[src/rtl/m_ifetch_queue.sv]
// m_ifetch_queue: fetch PC, instruction memory address and {pc, insn} FIFO.
// Optional macro IFETCH_PERFCNT_EN adds fetch and flush event counters.
module m_ifetch_queue #(
    parameter logic [31:0] RESET_PC = 32'h0,
    parameter int          ADDR_W   = 12,
    parameter int          QDEPTH   = 2
) (
    input  logic              w_clk,
    input  logic              w_rst,
    output logic [ADDR_W-1:0] w_imem_addr,
    input  logic [31:0]       w_imem_data,
    input  logic              w_redirect,
    input  logic [31:0]       w_redirect_pc,
    input  logic              w_ir_ready,
    output logic              w_ir_valid,
    output logic [31:0]       w_ir,
    output logic [31:0]       w_ir_pc,
    output logic [31:0]       w_ir_npc
`ifdef IFETCH_PERFCNT_EN
    ,
    output logic [31:0]       w_fetch_cnt,
    output logic [31:0]       w_flush_cnt
`endif
);

    localparam int PW = (QDEPTH > 2) ? 2 : 1;
    localparam int CW = PW + 1;
    localparam logic [31:0] PC_RST = {RESET_PC[31:2], 2'b00};

    logic [31:0]   fpc_q, fpc_d;
    logic [PW-1:0] wptr_q, wptr_d;
    logic [PW-1:0] rptr_q, rptr_d;
    logic [CW-1:0] cnt_q, cnt_d;
    logic [31:0]   pc_q [QDEPTH];
    logic [31:0]   ir_q [QDEPTH];

    logic pop;
    logic push;

    // Handshake terms; a redirect suppresses the fetch of the wrong path.
    always_comb begin
        pop  = w_ir_valid & w_ir_ready;
        push = ~w_redirect & ((cnt_q < CW'(QDEPTH)) | pop);
    end

    // Next-state for PC, pointers and occupancy; redirect dominates.
    always_comb begin
        fpc_d  = fpc_q;
        wptr_d = wptr_q;
        rptr_d = rptr_q;
        cnt_d  = cnt_q;
        if (w_redirect) begin
            fpc_d  = {w_redirect_pc[31:2], 2'b00};
            wptr_d = '0;
            rptr_d = '0;
            cnt_d  = '0;
        end else begin
            if (push) begin
                fpc_d  = fpc_q + 32'd4;
                wptr_d = wptr_q + PW'(1);
            end
            if (pop) begin
                rptr_d = rptr_q + PW'(1);
            end
            if (push && !pop) begin
                cnt_d = cnt_q + CW'(1);
            end else if (pop && !push) begin
                cnt_d = cnt_q - CW'(1);
            end
        end
    end

    // Control state registers.
    always_ff @(posedge w_clk or posedge w_rst) begin
        if (w_rst) begin
            fpc_q  <= PC_RST;
            wptr_q <= '0;
            rptr_q <= '0;
            cnt_q  <= '0;
        end else begin
            fpc_q  <= fpc_d;
            wptr_q <= wptr_d;
            rptr_q <= rptr_d;
            cnt_q  <= cnt_d;
        end
    end

    // FIFO storage; cleared on reset so the head reads zero.
    always_ff @(posedge w_clk or posedge w_rst) begin
        if (w_rst) begin
            for (int i = 0; i < QDEPTH; i++) begin
                pc_q[i] <= '0;
                ir_q[i] <= '0;
            end
        end else if (push) begin
            pc_q[wptr_q] <= fpc_q;
            ir_q[wptr_q] <= w_imem_data;
        end
    end

    // Head outputs come straight from storage, never from memory data.
    always_comb begin
        w_imem_addr = fpc_q[ADDR_W+1:2];
        w_ir_valid  = (cnt_q != '0);
        w_ir        = ir_q[rptr_q];
        w_ir_pc     = pc_q[rptr_q];
        w_ir_npc    = pc_q[rptr_q] + 32'd4;
    end

`ifdef IFETCH_PERFCNT_EN
    logic [31:0] fetch_cnt_q, fetch_cnt_d;
    logic [31:0] flush_cnt_q, flush_cnt_d;

    // A popped head is not counted as discarded by a redirect.
    always_comb begin
        fetch_cnt_d = fetch_cnt_q + {31'd0, push};
        flush_cnt_d = flush_cnt_q;
        if (w_redirect) begin
            flush_cnt_d = flush_cnt_q + 32'(cnt_q) - {31'd0, pop};
        end
    end

    // Event counters, wrapping at 2^32.
    always_ff @(posedge w_clk or posedge w_rst) begin
        if (w_rst) begin
            fetch_cnt_q <= '0;
            flush_cnt_q <= '0;
        end else begin
            fetch_cnt_q <= fetch_cnt_d;
            flush_cnt_q <= flush_cnt_d;
        end
    end

    assign w_fetch_cnt = fetch_cnt_q;
    assign w_flush_cnt = flush_cnt_q;
`endif

endmodule

[config.mk]
export PLATFORM = sky130hd
export DESIGN_NAME = m_ifetch_queue
export DESIGN_NICKNAME = d
export VERILOG_FILES = /design/src/rtl/m_ifetch_queue.sv
export SDC_FILE = /design/constraint.sdc
export NUM_CORES = 1
export LEC_CHECK = 0
export CORE_AREA = 5 5 149 151
export DETAILED_ROUTE_END_ITERATION = 8
export DIE_AREA = 0 0 154 156
export SKIP_LAST_GASP = 1
export SLEW_MARGIN = 20
export SYNTH_ARGS = -nofsm -noshare
export SYNTH_HDL_FRONTEND = slang
export SYNTH_SLANG_ARGS = --single-unit
export TNS_END_PERCENT = 50
[constraint.sdc]
create_clock -name w_clk -period 6.85 [get_ports w_clk]
set_input_delay 2.055 -clock w_clk [delete_from_list [all_inputs] [get_ports w_clk]]
set_output_delay 2.055 -clock w_clk [all_outputs]
set_load 0.02 [all_outputs]
Word-level counts from Yosys, hierarchy flattened
Cells that the tools add are included.

Mux-type cells: 19. Reduce and logical (&&, ||, !) cells: 9. $add $sub $neg: 6. Order comparisons: 4. Bitwise operators: 6.

Operators with widths (count): 32-bit two-way mux (9); 64-bit bitwise mux (2); 32-bit by 3-bit adder with 32-bit output (second input constant) (2); 32-bit demux with 1-bit select (1); 2-bit two-way mux (3); 2-bit nonzero test (3); 2-bit >= comparator (second input constant) (2); 1-bit two-way mux (4); 1-bit NOT with 2-bit output (2); 1-bit logical AND (3); 3-bit nonzero test (1); 1-bit adder (second input constant) (2); 2-bit by 1-bit adder with 2-bit output (second input constant) (1); 1-bit AND (2); 1-bit logical NOT (2); 2-bit by 1-bit < comparator with 1-bit output (second input constant) (1); 2-bit < comparator (second input constant) (1); 2-bit by 1-bit subtractor with 2-bit output (second input constant) (1); 1-bit NOT (1); 1-bit OR (1).

Output and inout port bits: 109. Register bits: 164. Input port bits: 68. Logic and storage cells: 52.

Depth between registers and ports, before layout
Depth after elaboration: 9. Depth in mapped cells: 12. Depth with buffers taken out: 7.

Worst setup path after synthesis
OpenSTA, ideal clock, no wires.

Path kind: reg-to-output. Start point: register rptr_q. End point: output port w_ir_npc[30]. Arrival time: 2.968 ns. Required time: 4.795 ns. Buffers on the path: 5. Stages on the path, launching flop included: 13. Path slack: 1.827 ns. Cells stage by stage: dfrtp_1 > buf_6 > buf_8 > buf_2 > buf_2 > buf_2 > mux2i_1 > inv_1 > ha_1 > o2111ai_4 > nor3_2 > nand3_1 > xnor2_1.

Cells in the longest elaborated chain, start to end: 5.

Ends and longest elaborated chain: start, declared (line 32) `logic [PW-1:0] rptr_q, rptr_d;`; start signal, assigned (line 83) `rptr_q <= rptr_d;`; 1-bit NOT with 2-bit output; 32-bit two-way mux (3 in series); net w_ir_pc[2] (line 17) `output logic [31:0] w_ir_pc,`; 32-bit by 3-bit adder with 32-bit output (line 107) `w_ir_npc = pc_q[rptr_q] + 32'd4;`; end, declared (line 18) `output logic [31:0] w_ir_npc`.

The timed path passes the listed nets, and every way through them passes these cells. The select of a mux whose other input is x is not followed.

Worst setup path after layout
Start point: register rptr_q. End point: output port w_ir_npc[22].

Cells in the longest elaborated chain, start to end: 5.

Ends and longest elaborated chain (line): 1-bit NOT with 2-bit output (implied by the code) (107); 32-bit two-way mux (implied by the code) (3 in series) (107); 32-bit by 3-bit adder with 32-bit output (107).

Every way passes these cells. The select of a mux whose other input is x is not followed.

==> impl_metrics.ini <==
[outcome]
outcome = complete, no violations

[yosys]
netlist.top_cell.by_area = dfrtp_1
netlist.area_leader.share = 0.484
synthesis.area_sq_mm = 0.00817
synthCells = 683
yosys_warnings = 0
synthTopCellsByArea = dfrtp_1, mux2_2, xor2_1
ys.flop_type = dfrtp_1
yosysMostFrequentCell = mux2_2
synth_cell_types = 47
ys_seq_elements = 158
synthArstFlopShare = 1.00
avgSynthCellArea_sq_um = 12.0
ys_seq_area_frac = 0.484
synth_edf_count = 0
ys_top_cells_by_count = mux2_2, dfrtp_1, nand2_1

[clocking]
post-cts-setup-buffer-count = 0
cts_hold_buf = 0
clockBufferDepth = 2
cts_tree = built
path_clk_slew_ps = 60
cts_root_buf = clkbuf_16
cts_sinks = 158
clk_latency_ps = 430
cts_resized = 0
numCtsBuffers = 17
cts_max_level = 4

[final_layout]
stdcell_count = 1117
final_util = 0.511
area.growth.synth_to_final_pct = 29.4
stdcell_area_sq_mm = 0.0106
drive_above_1_share = 0.270
finalNetCount = 898

[sta]
rsz0062_at_grt = false
fin_ws_ps = 1070
setup_tns_ps = 0
finalHoldViolCount = 0
whs_ps = 493
finalCritPeriodShare = 0.844
final_max_slew_viol_count = 0
slew_headroom = 0.312
timing.fmax_mhz = 173
period_minus_slack_ps = 5780
tightest_slew_ps = 1030
fin_skew_ps = 8.93
finalSetupViolCount = 0

[power]
p_sw_frac = 0.329
cellLeakagePower_nw = 4.36
power.density_mw_per_mm2 = 325
clkPwrFrac = 0.274
switchingPower_mw = 1.13
finalPower_mw = 3.43
p_int_mw = 2.30
ir_worst_vdd_uv = 184
pwr-share-seq = 0.382
combPwrFrac = 0.344

[floorplan]
core_area_sq_mm = 0.0207
die_h_um = 156
dieArea_sq_mm = 0.0240
top_level_ports = 177
die_x_um = 154
num_rows = 53
start_util = 0.395

[global_route]
grt_pass1_wl_um = 33200
met2_usage = 0.282
met3_usage = 0.0671
grt-ovfl-total = 0
grt-busiest-layer = met2
grt_usage = 0.172
grt_pass1_vias = 6228
antenna_found_initial = 3
met1_usage = 0.209
grt_max_degree = 109

[drt]
drt_pass1_iterations = 4
vias = 5702
routed_wl_um = 20300
postRouteAntennaNets = 0
avgViaCountPerCell = 5.10
drcViolationCount = 0
routedWlPerCell_um = 18.1
drtIter0Drc = 233

[placed_design]
dpl_cell_area_sq_mm = 0.00998
dp_hpwl_um = 14100
placed_cells = 1084
dp_slack_ps = 1440
gp_congestion = 0.785
io_buffers = 170

[min_path]
hold_path_class = flop to flop

[worst_setup_path]
start_kind = flop
setup.worst_path.class = flop to output pin
critPathRequiredTime_ps = 4800
cp_max_fo = 64
critPathCaptureType = output pin
worst-endpoint-arrival_ps = 3720
reg2reg_slack_ps = 4440

[job]
drv_cap = 0
-- sequential cells by signal, summed over array words and instances, names as in the netlist --
register / flops
rptr_q: 1
cnt_q: 2
ir_q: 64
wptr_q: 1
fpc_q: 30
pc_q: 60
-- worst paths after layout --
path,startpoint,endpoint,cells after the start
min in group asynchronous,w_rst,cnt_q[1],2
worst min register to register,pc_q[29],pc_q[29],2
worst min-delay path,pc_q[29],pc_q[29],2
max in group asynchronous,w_rst,ir_q[3],3
worst max register to register,cnt_q[1],fpc_q[31],5
worst max-delay path,rptr_q,w_ir_npc[22],8
-- cell families (layout without fill, tap and decap cells) --
logic type                 Yosys count  in the layout  share of synthesized area
buffers and inverters               69            224                     0.0455
and+or+nand+nor                    155            155                      0.108
xor gates and xnor gates            57             57                     0.0611
other                                1              5                   0.000459
AOI/OAI and AO/OA                   58             58                     0.0469
DFF                                158            158                      0.484
adders and majority gates            2              2                    0.00306
muxes                              183            183                      0.251
-- layout by cell type, fill, tap and decap left out, types with 3 or more instances in the layout --
cell / instances
nor3_1: 5
inv_1: 15
inv_6: 6
nand4_1: 24
a31oi_1: 7
and3_1: 5
o21ai_0: 33
buf_4: 6
mux2i_1: 11
a21o_1: 4
nand2_1: 53
nand4b_1: 3
clkdlybuf4s50_1: 169
and4_1: 9
clkinv_2: 3
and2_1: 4
xnor2_1: 21
a21oi_1: 7
nor2_1: 23
clkinvlp_4: 3
nand3_1: 11
mux2_2: 171
conb_1: 4
xor2_1: 36
clkbuf_16: 17
dfrtp_1: 157
-- metal layers --
metal,part of all wire,wire [um]
met2,0.47,9480
met3,0.082,1650
met5,0.0017,35
met4,0.016,329
met1,0.43,8750
-- cell type report --
| class | instances | area, sq um |
|---|---|---|
| Timing Repair Buffer | 176 | 1740 |
| Tap cell | 275 | 344 |
| Clock buffer | 17 | 425 |
| Multi-Input combinational cell | 459 | 3870 |
| Antenna cell | 1 | 2.50 |
| Sequential cell | 158 | 3960 |
| Inverter | 16 | 67.6 |
| Fill cell | 1889 | 10100 |
| Clock inverter | 15 | 159 |
-- power groups by stage --
stage	Combinational [mW]	Sequential, mW	Clock, mW
after global routing	1.27	1.34	1.01
final	1.18	1.31	0.941
after global placement	1.17	1.31	0
after floorplan	0.755	1.26	0
after detailed placement	1.19	1.33	0
after CTS	1.20	1.31	0.964
-- critical path, cell delays in order, from the launching register on --
cell             delay [ps]
dfrtp_4                 920
mux2i_1                 230
inv_1                   130
ha_1                    290
o2111ai_4               310
nor3_2                  440
a31oi_1                 150
a31oi_1                 190
clkdlybuf4s50_1         650
Power figures use the tool's default switching activity.
